$ cat config.mk
export PLATFORM = sky130hd
export DESIGN_NAME = melody_player
export DESIGN_NICKNAME = d
export VERILOG_FILES = /design/src/rtl/melody_player.sv
export SDC_FILE = /design/constraint.sdc
export NUM_CORES = 1
export LEC_CHECK = 0
export BUFFER_PORTS_ARGS = -buffer_cell sky130_fd_sc_hd__buf_2
export CORE_MARGIN = 3
export CORE_UTILIZATION = 60
export CTS_BUF_LIST = sky130_fd_sc_hd__clkbuf_8
export CTS_CLUSTER_DIAMETER = 40
export CTS_CLUSTER_SIZE = 24
export DETAILED_ROUTE_END_ITERATION = 10
export PLACE_DENSITY = 0.78
export REMOVE_ABC_BUFFERS = 1
export SLEW_MARGIN = 20
export SYNTH_ARGS = -nofsm -noshare
export SYNTH_HDL_FRONTEND = slang
export SYNTH_SLANG_ARGS = --single-unit
$ cat constraint.sdc
create_clock -name clk -period 3.9 [get_ports clk]
set_clock_uncertainty 0.15 [all_clocks]
set_input_delay 0.585 -clock clk [delete_from_list [all_inputs] [get_ports clk]]
set_output_delay 0.585 -clock clk [all_outputs]
set_load 0.03 [all_outputs]
$ cat src/rtl/melody_player.sv
// Reference-melody sequencer: steps through a small note table and drives the
// piano tone datapath (keys / octave / enable) with a silent gap between notes.
module melody_player #(
  parameter int unsigned DEPTH    = 16,
  parameter int unsigned TICK_DIV = 100000,
  parameter int unsigned GAP_MS   = 20
) (
  input  logic        clk,
  input  logic        reset,
  input  logic        wr_en,
  input  logic [3:0]  wr_addr,
  input  logic [3:0]  wr_note,
  input  logic [2:0]  wr_oct,
  input  logic [11:0] wr_dur,
  input  logic [4:0]  seq_len,
  input  logic        start,
  input  logic        stop,
  output logic        busy,
  output logic        done,
  output logic [3:0]  cur_idx,
  output logic [11:0] piano_keys,
  output logic [2:0]  octave_num,
  output logic        play_en
);

  localparam int unsigned AW = (DEPTH > 1) ? $clog2(DEPTH) : 1;
  localparam int unsigned TW = (TICK_DIV > 1) ? $clog2(TICK_DIV) : 1;
  localparam int unsigned EW = 19;

  typedef enum logic [2:0] {
    S_IDLE = 3'd0,
    S_LOAD = 3'd1,
    S_PLAY = 3'd2,
    S_GAP  = 3'd3,
    S_DONE = 3'd4
  } state_t;

  state_t        state, state_n;
  logic [4:0]    len_r, len_n;
  logic [3:0]    idx_n;
  logic [11:0]   ms_cnt, ms_n;
  logic [TW-1:0] tick, tick_n;
  logic [11:0]   keys_n;
  logic [2:0]    oct_n;
  logic          play_n, busy_n, done_n;
  logic          adv;

  // Entry layout: {note[3:0], octave[2:0], dur_ms[11:0]}
  logic [EW-1:0] mem [DEPTH];
  logic [EW-1:0] rd;
  logic [3:0]    rd_note;
  logic [2:0]    rd_oct;
  logic [11:0]   rd_dur;
  logic          tick_wrap;

  always_ff @(posedge clk) begin
    if (wr_en && ({1'b0, wr_addr} < 5'(DEPTH)))
      mem[AW'(wr_addr)] <= {wr_note, wr_oct, wr_dur};
  end

  assign rd        = mem[AW'(cur_idx)];
  assign rd_note   = rd[18:15];
  assign rd_oct    = rd[14:12];
  assign rd_dur    = rd[11:0];
  assign tick_wrap = (tick == TW'(TICK_DIV - 1));

  always_ff @(posedge clk) begin
    if (reset) begin
      state      <= S_IDLE;
      len_r      <= '0;
      cur_idx    <= '0;
      ms_cnt     <= '0;
      tick       <= '0;
      piano_keys <= '0;
      octave_num <= '0;
      play_en    <= 1'b0;
      busy       <= 1'b0;
      done       <= 1'b0;
    end else begin
      state      <= state_n;
      len_r      <= len_n;
      cur_idx    <= idx_n;
      ms_cnt     <= ms_n;
      tick       <= tick_n;
      piano_keys <= keys_n;
      octave_num <= oct_n;
      play_en    <= play_n;
      busy       <= busy_n;
      done       <= done_n;
    end
  end

  // Next-state and next-output logic; outputs are registered from these values
  always_comb begin
    state_n = state;
    len_n   = len_r;
    idx_n   = cur_idx;
    ms_n    = ms_cnt;
    tick_n  = tick;
    keys_n  = piano_keys;
    oct_n   = octave_num;
    play_n  = play_en;
    busy_n  = busy;
    done_n  = 1'b0;
    adv     = 1'b0;

    case (state)
      S_IDLE: begin
        busy_n = 1'b0;
        play_n = 1'b0;
        keys_n = '0;
        if (start && !stop) begin
          if (seq_len == 5'd0) begin
            done_n = 1'b1;
          end else begin
            len_n   = (seq_len > 5'(DEPTH)) ? 5'(DEPTH) : seq_len;
            idx_n   = '0;
            busy_n  = 1'b1;
            state_n = S_LOAD;
          end
        end
      end
      S_LOAD: begin
        ms_n    = (rd_dur == 12'd0) ? 12'd1 : rd_dur;
        tick_n  = '0;
        oct_n   = rd_oct;
        keys_n  = (rd_note >= 4'd1 && rd_note <= 4'd12) ? (12'd1 << (rd_note - 4'd1)) : 12'd0;
        play_n  = 1'b1;
        state_n = S_PLAY;
      end
      S_PLAY, S_GAP: begin
        if (tick_wrap) begin
          tick_n = '0;
          if (ms_cnt == 12'd1) begin
            if (state == S_PLAY && GAP_MS != 0) begin
              ms_n    = 12'(GAP_MS);
              keys_n  = '0;
              play_n  = 1'b0;
              state_n = S_GAP;
            end else begin
              adv = 1'b1;
            end
          end else begin
            ms_n = ms_cnt - 12'd1;
          end
        end else begin
          tick_n = tick + TW'(1);
        end
      end
      S_DONE: begin
        busy_n  = 1'b0;
        state_n = S_IDLE;
      end
      default: state_n = S_IDLE;
    endcase

    if (adv) begin
      keys_n = '0;
      play_n = 1'b0;
      if (5'(cur_idx) + 5'd1 == len_r) begin
        done_n  = 1'b1;
        state_n = S_DONE;
      end else begin
        idx_n   = cur_idx + 4'd1;
        state_n = S_LOAD;
      end
    end

    // Abort wins over everything else once a sequence is underway
    if (stop && state != S_IDLE) begin
      state_n = S_IDLE;
      keys_n  = '0;
      play_n  = 1'b0;
      busy_n  = 1'b0;
      done_n  = 1'b0;
    end
  end

endmodule

==> results of run 1 <==
tightest hold or removal path, stage by stage:
cell and delay, ns:
buf_2 0.09, a22oi_1 0.06, nor2_1 0.08
flip-flops by register name, indices dropped and copies added (netlist names):
register / cells
mem: 304
tick: 17
ms_cnt: 12
piano_keys: 12
len_r: 5
cur_idx: 4
octave_num: 3
state: 3
busy: 1
done: 1
play_en: 1
cell usage after synthesis, types with 5 or more instances:
| cell | n | area, um2 |
|---|---|---|
| buf_2 | 17 | 85.08 |
| and2_1 | 5 | 31.28 |
| a211oi_1 | 9 | 67.56 |
| mux4_1 | 7 | 183.9 |
| xor2_1 | 8 | 70.07 |
| ha_1 | 6 | 75.07 |
| edfxtp_1 | 304 | 9129 |
| nor2_1 | 62 | 232.7 |
| nand4_1 | 8 | 50.05 |
| xnor2_1 | 6 | 52.55 |
| o21ai_0 | 16 | 80.08 |
| inv_1 | 6 | 22.52 |
| nor2b_1 | 7 | 43.79 |
| dfxtp_1 | 59 | 1181 |
| nand2b_1 | 5 | 31.28 |
| or3_1 | 5 | 31.28 |
| a22oi_1 | 29 | 217.7 |
| nand2_1 | 53 | 198.9 |
| a21oi_1 | 33 | 165.2 |
| clkbuf_1 | 21 | 78.83 |
| nor4_1 | 7 | 43.79 |
| nand3_1 | 13 | 65.06 |
| o211ai_1 | 5 | 37.54 |
| o31ai_1 | 7 | 52.55 |
| mux4_2 | 75 | 1689 |
| nor3_1 | 20 | 100.1 |
| mux2i_1 | 5 | 50.05 |
| a21o_1 | 5 | 37.54 |
logic make-up (layout without fill, tap and decap cells):
group                    Yosys count  in the layout  share of synthesized area, %
flip-flops                       363            363                         70.47
AND/OR/NAND/NOR                  213            213                         7.252
AO/OA/AOI/OAI                    130            130                         6.038
multiplexers                      89             89                         13.30
buffers and inverters             48            160                         1.591
XOR/XNOR                          14             14                        0.8381
adder cells (fa/ha/maj)            6              6                        0.5131
metal layers:
layer	vias up	global-route usage, %	wire (um)
li1	3661	-	-
met1	4043	32.75	12060
met2	359	37.83	14660
met3	59	5.279	2566
met4	0	6.979	656
met5	-	0	0
final timing paths:
| kind | startpoint | end | slack [ns] | cells past startpoint |
|---|---|---|---|---|
| worst max-delay path | cur_idx[0]$_SDFF_PP0_ | piano_keys[5]$_SDFFE_PP0P_ | 0.90 | 7 |
| worst min-delay path | seq_len[0] | len_r[0]$_SDFFE_PP0P_ | 0.13 | 3 |
| worst max register to register | cur_idx[0]$_SDFF_PP0_ | piano_keys[5]$_SDFFE_PP0P_ | 0.90 | 7 |
| worst min register to register | piano_keys[7]$_SDFFE_PP0P_ | piano_keys[7]$_SDFFE_PP0P_ | 0.30 | 2 |
power by group through the flow:
stage | logic [mW] | registers (mW) | clock network (mW)
detailed placement | 0.377 | 4.42 | 0
floorplan | 0.222 | 4.41 | 0
global route | 0.423 | 4.34 | 2.88
global placement | 0.371 | 4.41 | 0
finish | 0.384 | 4.33 | 2.67
CTS | 0.379 | 4.33 | 2.72
final cells by class:
class | instances | area (um2)
flip-flops and latches | 363 | 10320
fillers | 1531 | 7430
multi-input cells | 452 | 4138
clock buffers | 41 | 564.3
repair buffers | 84 | 508.0
well taps | 319 | 399.1
clock inverters | 29 | 304.0
inverters | 6 | 22.52
stage by stage:
stage	power, mW	util, %	instance area (um2)	TNS (ns)	instances
3_5_place_dp	4.795	64.96	15380	0	1224
6_report	7.380	68.63	16250	0	1294
5_1_grt	7.647	68.63	16250	0	1294
4_1_cts	7.428	68.63	16250	0	1294
2_1_floorplan	4.637	-	14420	-38.31	821
3_3_place_gp	4.784	64.96	15380	0	1224
==> results by group, run 1 <==
Routing
  • # DRC: 0
  • Iteration-0 DRC Markers: 868
  • Final WL: 29950 um
  • Drt pass-1 iters: 5
  • Routed wire per std cell: around 23 um
  • Via count: 8122
  • Number of vias per cell: 6.277
  • Final ANT Viol Nets: 0

Logic synthesis
  • Distinct cells, synth: 60
  • Yosys reg bits: 363
  • Avg Synthesized Cell Area: between 15 and 20 um2
  • Register area share after synthesis: 70.47%
  • Post-synth ARST share: 0%
  • Mapped Area: 14630 um2
  • Warning count from the yosys run: 0
  • Post-synth EDFFs: 304
  • Synth Flop Type: edfxtp_1
  • Gate Count Post-Synth: 863

Setup path
  • Startpoint types: flip-flop
  • Buf/Inv on CP: 0
  • CP required: 4.25 ns
  • Cell family with most CP delay: compound AO/OA/AOI/OAI gates
  • Slowest stage delay, CP: approximately 0.58 ns
  • Arrival @ worst endpoint: 3.35 ns
  • CP max FO: 15
  • Crit-path cells: mux4_1 -> a22o_1 -> a221o_1 -> nor2_1 -> ha_1 -> or3_1 -> a21oi_2
  • Setup crit end kind: flip-flop
  • Crit Path Class: reg -> reg
  • Slowest CP cell: mux4_1

Timing
  • Fin Hold WS: 0.1299 ns
  • Fin crit share: 76.80%
  • Final Hold Vio Count: 0
  • Least-Margin Pin Slew: 0.7804 ns
  • Final setup margin: 0.9047 ns
  • # setup viols final: 0
  • Unrepaired setup endpoints after global routing: false
  • FMAX: 333.9 MHz
  • Slew headroom: 47.97%
  • Pins over their slew limit: 0
  • Tmin final: 2.995 ns

Job
  • Max Cap Violations: 0

GRT
  • Overflow after GRT: 0
  • Vias in the first global route: 7966
  • Pin count of the biggest net entering global routing: 40
  • Initial antenna violation count: 0
  • First-pass GRT wire length: 46330 um
  • Gr usage total: 23.45%

Floorplan
  • I/O Pins: between 50 and 60
  • Core ar.: about 24000 um2
  • Die H: ~160 um
  • Initial Util: 61.78%
  • Rows: 56
  • Die ar.: 26290 um2
  • Die width: 162.2 um

Clocking
  • Setup repair bufs after CTS: 0
  • Clk slew on worst S/H paths: ~0.090 ns
  • Hold-fix buffers at CTS: 0
  • Post-CTS sizing: 0
  • Clock Path Buffers: 3
  • H-tree Lvls: 2
  • Skew-Pair Late Insertion Delay: ~0.57 ns
  • Clock root cell: clkbuf_8
  • Clock net sink count: 363
  • CTS tree: done
  • TritonCTS Buffers: 38

Placement
  • Final Wtd Congestion: 0.8835
  • Setup WS pre-CTS: between 0.9 and 1 ns
  • IO buf count: 54
  • Final HPWL DP: approximately 18000 um

Cells and area
  • Area growth, synth to finish: 11.09%
  • Commonest non-fill, non-tap cell in the layout: edfxtp_1
  • Share of layout cells above drive strength 1: 25.64%
  • Commonest cells after routing, fill and taps aside: edfxtp_1, mux4_2, dfxtp_1, buf_2, nand2_1
  • Diodes inserted: 0
  • Nets: roughly 1000

Outcome
  • Status: completed

Power
  • Clock power share: 36.1%
  • Net switching power: 1.757 mW
  • Seq pwr share: 58.7%
  • Internal: 5.623 mW
  • Combinational Power Share: roughly 5.2%
  • Cell area power density: 454.0 nW/um2
  • Peak supply drop: between 0.0004 and 0.0005 V
  • Pleak: around 5.2 nW
  • Switching Fraction: 23.81%

Hold path
  • Hold WC Path Type: in -> reg
(Power assumes the default switching activity.)
==> run 2, diff against run 1 <==
Settings changed: ABC_AREA set to 1, PLACE_DENSITY 0.78 to 0.77.
Clock period 3.9 ns to 2.95 ns, I/O delays scaled along.
==> run 2 against run 1 <==
  * Cell count up 50%
  * Critical endpoint is now piano_keys[6]$_SDFFE_PP0P_
  * Critical path type unchanged
  * Largest cell class unchanged
  * Die area up 7.4%
  * Design area up 7.2%
  * Combinational power rose to 3.3 times the previous value
  * Clock power up 42%
  * Global-route usage up 2.2 points
  * Worst hold slack worse by 0.088 ns
  * Flip-flop and latch count unchanged
  * First-iteration DRC count up 38%
  * Power up 47%
==> results by group, run 2 <==
Outcome
  • Status: completed

Logic synthesis
  • Distinct cells, synth: 46
  • Post-synth ARST share: 0%
  • Top-count cell post-synth: nand2_1
  • Register area share after synthesis: 65.44%
  • Gate Count Post-Synth: 1513
  • Yosys reg bits: between 300 and 400
  • Post-synth top cells: nand2_1, edfxtp_1, nor2_1
  • Synth Flop Type: edfxtp_1
  • Avg Synthesized Cell Area: 10.41 um2
  • Top post-synthesis cells by area: edfxtp_1, nand2_1, dfxtp_1, nand3_1, nor2_1
  • Top cell type's share of synthesized area: 57.95%
  • Yosys top cell by area: edfxtp_1
  • Warning count from the yosys run: 0
  • Post-synth EDFFs: 304
  • Mapped Area: 15750 um2

Hold path
  • Worst hold start: seq_len[3]
  • Min-Delay Path Depth: 4
  • Hold Path End: done$_SDFF_PP0_
  • Hold WC Path Type: in -> reg

GRT
  • Gr usage total: 25.68%
  • Vias in the first global route: between 10000 and 15000
  • Overflow after GRT: 0
  • Pin count of the biggest net entering global routing: 74
  • Initial antenna violation count: 2
  • First-pass GRT wire length: 57280 um

Clocking
  • Clock net sink count: 363
  • Clk slew on worst S/H paths: about 0.090 ns
  • Setup repair bufs after CTS: 0
  • Clock Path Buffers: 3
  • Clock root cell: clkbuf_8
  • Skew-Pair Late Insertion Delay: 0.56 ns
  • H-tree Lvls: 2
  • CTS tree: done
  • TritonCTS Buffers: between 40 and 50

Routing
  • Iteration-0 DRC Markers: 1195
  • Via count: around 11000
  • Routed wire per std cell: ~19 um
  • Final WL: 36480 um
  • Number of vias per cell: 5.828
  • # DRC: 0
  • Final ANT Viol Nets: 0
  • Drt pass-1 iters: 5

Timing
  • Final setup margin: 0.2733 ns
  • Pins over their slew limit: 0
  • FMAX: roughly 370 MHz
  • # setup viols final: 0
  • Unrepaired setup endpoints after global routing: false
  • Setup TNS: 0 ns
  • Final Hold Vio Count: 0
  • Slew headroom: about half
  • Fin Hold WS: 0.04176 ns
  • Least-Margin Pin Slew: 0.7236 ns
  • Tmin final: 2.677 ns
  • Fin crit share: between 90% and 100%

Power
  • Cell area power density: 623.5 nW/um2
  • Peak supply drop: 0.0005138 V
  • Net switching power: 2.982 mW
  • Internal: 7.884 mW
  • Combinational Power Share: 11.6%
  • Pleak: 6.586 nW
  • Seq pwr share: 53.6%
  • Clock power share: 34.8%
  • Switching Fraction: roughly 27%
  • Pwr Total: 10.87 mW

Setup path
  • Most Frequent Cell on Critical Path: nand3_1
  • Crit Path Class: reg -> reg
  • CP max FO: 29
  • Reg2Reg Depth: 11
  • Worst Setup SP: cur_idx[0]$_SDFF_PP0_
  • Slowest CP cell: dfxtp_4
  • Startpoint types: flip-flop
  • Arrival @ worst endpoint: ~3.0 ns
  • RR Startpoint: cur_idx[0]$_SDFF_PP0_
  • Reg2Reg Setup Slack: 0.27 ns
  • Slowest stage delay, CP: between 0.4 and 0.5 ns
  • Setup crit end kind: flip-flop
  • R2R Path End: piano_keys[6]$_SDFFE_PP0P_
  • Crit-path cells: clkinv_2 -> o21ai_0 -> nand3_1 -> nand3_1 -> nand2_2 -> nor2_8 -> ha_1 -> inv_1 -> nand4_1 -> o21a_1 -> nor2_2
  • CP required: 3.29 ns

Cells and area
  • Commonest cells after routing, fill and taps aside: nand2_1, edfxtp_1, nor2_1, nand3_1, inv_1
  • Share of layout cells above drive strength 1: 14.18%
  • Fin util: 68.42%
  • Area growth, synth to finish: 10.63%
  • Most flop-heavy register: mem
  • Nets: 1622
  • Fill count: 1836
  • Non-Filler Instances: roughly 2000
  • Largest regs: mem: 304 flops, tick: 17 flops
  • Largest register FFs: between 300 and 400
  • Commonest non-fill, non-tap cell in the layout: nand2_1
  • Design area: 17430 um2

Placement
  • IO buf count: 54
  • Setup WS pre-CTS: roughly 0.36 ns
  • Placed insts: ~1900
  • Final Wtd Congestion: approximately 0.86
  • DP Area: 16450 um2
  • Final HPWL DP: 21250 um

Floorplan
  • Die ar.: around 28000 um2
  • Rows: between 50 and 60
  • Initial Util: between 60% and 70%
  • I/O Pins: 55
  • Die H: 168.0 um
  • Die width: 168.0 um
  • Core ar.: about 25000 um2

Job
  • Max Cap Violations: 0
-- run 2: cell types whose count changed in the layout (fill, tap and decap cells not counted), sizes merged, moves of 12 or more --
cell / delta
nand2: +273
nand3: +133
inv: +130
nor2: +114
o21ai: +91
mux4: -82
a22oi: -29
a21oi: +28
o211ai: +18
buf: +14
o22ai: +12
-- run 2: cells by family after synthesis --
group | Yosys count | share of synthesized area [%]
AOI/OAI and AO/OA | 228 | 8.363
buffers and inverters | 211 | 6.123
and+or+nand+nor | 693 | 18.93
DFF | 363 | 65.44
adders and majority gates | 6 | 0.4765
xor gates and xnor gates | 12 | 0.6671
-- run 2: metal layers --
layer	vias to the layer above	share of wire, %	global-route usage, %
met1	5322	40	35.27
met3	103	9.5	4.438
met2	590	48	41.87
met4	2	3.0	9.178
met5	-	0.030	0
li1	5325	-	-
-- run 2: worst max-delay path by stage --
stage,end,cells after the start
final,piano_keys[6]$_SDFFE_PP0P_,11
after global routing,piano_keys[0]$_SDFFE_PP0P_,11
after CTS,piano_keys[6]$_SDFFE_PP0P_,11
after detailed placement,piano_keys[6]$_SDFFE_PP0P_,11
after global placement,piano_keys[4]$_SDFFE_PP0P_,11
after floorplan,piano_keys[6]$_SDFFE_PP0P_,13
-- run 2: critical path, delay by kind of cell (launching register included) --
| family | cells | cell delay, ns |
|---|---|---|
| compound gates | 2 | 0.53 |
| simple gates | 6 | 0.75 |
| fa+ha+maj | 1 | 0.27 |
| buf+inv | 2 | 0.50 |
| flops | 1 | 0.41 |
-- run 2: final cells by class --
cell class,count,area [um2],area share [%]
diodes,1,2.502,0.01436
clock buffers,43,591.8,3.396
clock inverters,32,356.6,2.046
inverters,137,515.5,2.958
multi-input cells,939,4539,26.05
flip-flops and latches,363,10320,59.19
well taps,330,412.9,2.369
repair buffers,101,693.2,3.977
-- run 2: timing repair --
action                                 CTS  global route
gates resized for setup                  0             0
hold buffers                             3             0
endpoints found under the hold margin    3             0
-- run 2: power by group through the flow --
stage / clock network, mW / logic (mW) / registers, mW
final: 3.78 / 1.26 / 5.83
after global routing: 4.05 / 1.41 / 5.85
after CTS: 3.84 / 1.25 / 5.82
after detailed placement: 0 / 1.24 / 5.94
after global placement: 0 / 1.21 / 5.93
after floorplan: 0 / 0.767 / 5.97
==> run 3, diff against run 2 <==
Settings changed: ABC_AREA 1 to unset, PLACE_DENSITY 0.77 to 0.78.
==> run 3 against run 2 <==
  * First-iteration DRC count fell by 32%
  * Clock power shrank 6.3%
  * Sequential share of layout area is 3.6 points higher
  * Largest power group unchanged
==> results by group, run 3 (synthesis gave the netlist of run 1 again) <==
Placement
  • Final HPWL DP: 19320 um
  • Final Wtd Congestion: 0.8173
  • Placed insts: 1240
  • IO buf count: 54
  • DP Area: 15520 um2

Routing
  • # DRC: 0
  • Final ANT Viol Nets: 0
  • Final WL: around 32000 um
  • Drt pass-1 iters: 5
  • Via count: 8283
  • Routed wire per std cell: ~24 um
  • Number of vias per cell: 6.308
  • Iteration-0 DRC Markers: roughly 800

Floorplan
  • Core ar.: around 24000 um2
  • Die H: 162.2 um
  • Die ar.: 26290 um2
  • Die width: around 160 um
  • Initial Util: 61.78%
  • Rows: 56
  • I/O Pins: 55

Power
  • Clock power share: 36.1%
  • Switching Fraction: between 20% and 30%
  • Net switching power: roughly 2.3 mW
  • Peak supply drop: 0.0005140 V
  • Seq pwr share: approximately 60%
  • Cell area power density: 596.0 nW/um2
  • Internal: 7.515 mW
  • Combinational Power Share: 5.4%
  • Pleak: approximately 5.3 nW

Job
  • Max Cap Violations: 0

Cells and area
  • Largest regs: mem: 304 flops, tick: 17 flops
  • Fin util: 69.38%
  • Most flop-heavy register: mem
  • Design area: 16430 um2
  • Commonest non-fill, non-tap cell in the layout: edfxtp_1
  • Non-Filler Instances: 1313
  • Fill count: 1502
  • Commonest cells after routing, fill and taps aside: edfxtp_1, mux4_2, dfxtp_1, buf_2, nand2_1
  • Share of layout cells above drive strength 1: 27.09%
  • Area growth, synth to finish: 12.31%
  • Largest register FFs: 304
  • Nets: 1003

GRT
  • Overflow after GRT: 0
  • Pin count of the biggest net entering global routing: 55
  • Initial antenna violation count: 3
  • First-pass GRT wire length: 49120 um
  • Gr usage total: roughly 25%
  • Vias in the first global route: between 8000 and 9000

Hold path
  • Hold WC Path Type: in -> reg
  • Worst hold start: seq_len[3]
  • Hold Path End: done$_SDFF_PP0_
  • Min-Delay Path Depth: 4

Outcome
  • Status: completed

Clocking
  • Clock Path Buffers: 3
  • Setup repair bufs after CTS: 0
  • H-tree Lvls: 2
  • CTS tree: done
  • Clock root cell: clkbuf_8
  • Skew-Pair Late Insertion Delay: about 0.56 ns
  • Clk slew on worst S/H paths: 0.10 ns
  • TritonCTS Buffers: 39
  • Clock net sink count: roughly 360

Timing
  • Unrepaired setup endpoints after global routing: false
  • Pins over their slew limit: 0
  • Fin crit share: 96.23%
  • FMAX: 352.3 MHz
  • Least-Margin Pin Slew: roughly 0.63 ns
  • Final Hold Vio Count: 0
  • Slew headroom: 58.01%
  • Tmin final: 2.839 ns
  • # setup viols final: 0

Setup path
  • Crit Path Class: reg -> reg
  • CP max FO: 7
  • Setup crit end kind: flip-flop
  • Reg2Reg Setup Slack: 0.11 ns
  • CP required: 3.28 ns
  • Reg2Reg Depth: 7
  • Startpoint types: flip-flop
  • RR Startpoint: cur_idx[0]$_SDFF_PP0_
  • Arrival @ worst endpoint: 3.17 ns
  • R2R Path End: piano_keys[5]$_SDFFE_PP0P_
## run 3: through the flow
stage | setup TNS, ns | power [mW] | hold slack (ns) | setup WS (ns)
after floorplan | -71.38 | 6.130 | 0.3078 | -2.724
after global placement | 0 | 6.336 | 0.2843 | 0.1469
after detailed placement | 0 | 6.358 | 0.2928 | 0.01505
after CTS | 0 | 9.851 | 0.02988 | 0.07618
final | 0 | 9.793 | 0.05259 | 0.1111
after global routing | 0 | 10.14 | 0.05901 | 0.005242
## run 3: worst max-delay path: stages, from the launching register on
cell and delay [ns]:
dfxtp_4 0.43, mux4_1 0.57, a22o_1 0.25, a221o_1 0.36, nor2_2 0.16, ha_1 0.30, or3_1 0.41, a21oi_2 0.13
## run 3: power by group through the flow
| stage | combinational (mW) | sequential (mW) | clock, mW |
|---|---|---|---|
| floorplan | 0.294 | 5.84 | 0 |
| global placement | 0.502 | 5.83 | 0 |
| detailed placement | 0.513 | 5.84 | 0 |
| CTS | 0.520 | 5.73 | 3.60 |
| global route | 0.579 | 5.74 | 3.82 |
| finish | 0.527 | 5.73 | 3.54 |
## run 3: area by class of cell
cell class / instances / area [um2] / area share, %
flip-flops and latches: 363 / 10320 / 62.79
multi-input cells: 452 / 4144 / 25.22
repair buffers: 102 / 671.9 / 4.089
clock buffers: 41 / 564.3 / 3.434
well taps: 319 / 399.1 / 2.429
clock inverters: 29 / 309.0 / 1.881
inverters: 6 / 22.52 / 0.1371
diodes: 1 / 2.502 / 0.01523
## run 3: worst max path at each step
stage / startpoint / endpoint / cells after the start
after floorplan: cur_idx[0]$_SDFF_PP0_ / piano_keys[5]$_SDFFE_PP0P_ / 7
after global placement: cur_idx[0]$_SDFF_PP0_ / piano_keys[5]$_SDFFE_PP0P_ / 7
after detailed placement: cur_idx[1]$_SDFF_PP0_ / cur_idx[3]$_SDFF_PP0_ / 8
after CTS: cur_idx[0]$_SDFF_PP0_ / piano_keys[5]$_SDFFE_PP0P_ / 7
after global routing: cur_idx[0]$_SDFF_PP0_ / piano_keys[5]$_SDFFE_PP0P_ / 7
final: cur_idx[0]$_SDFF_PP0_ / piano_keys[5]$_SDFFE_PP0P_ / 7
## run 3: timing repair
item	in CTS	in global routing
endpoints found under the hold margin	2	0
resized for setup	1	5
setup endpoints to repair	1	5
pin swaps	0	0
hold buffers	2	0
## run 3: layer usage
layer	GRT usage [%]	wire length, um
met3	3.622	2722
met1	35.63	12590
met5	0	26
met4	7.057	622
met2	41.04	15570
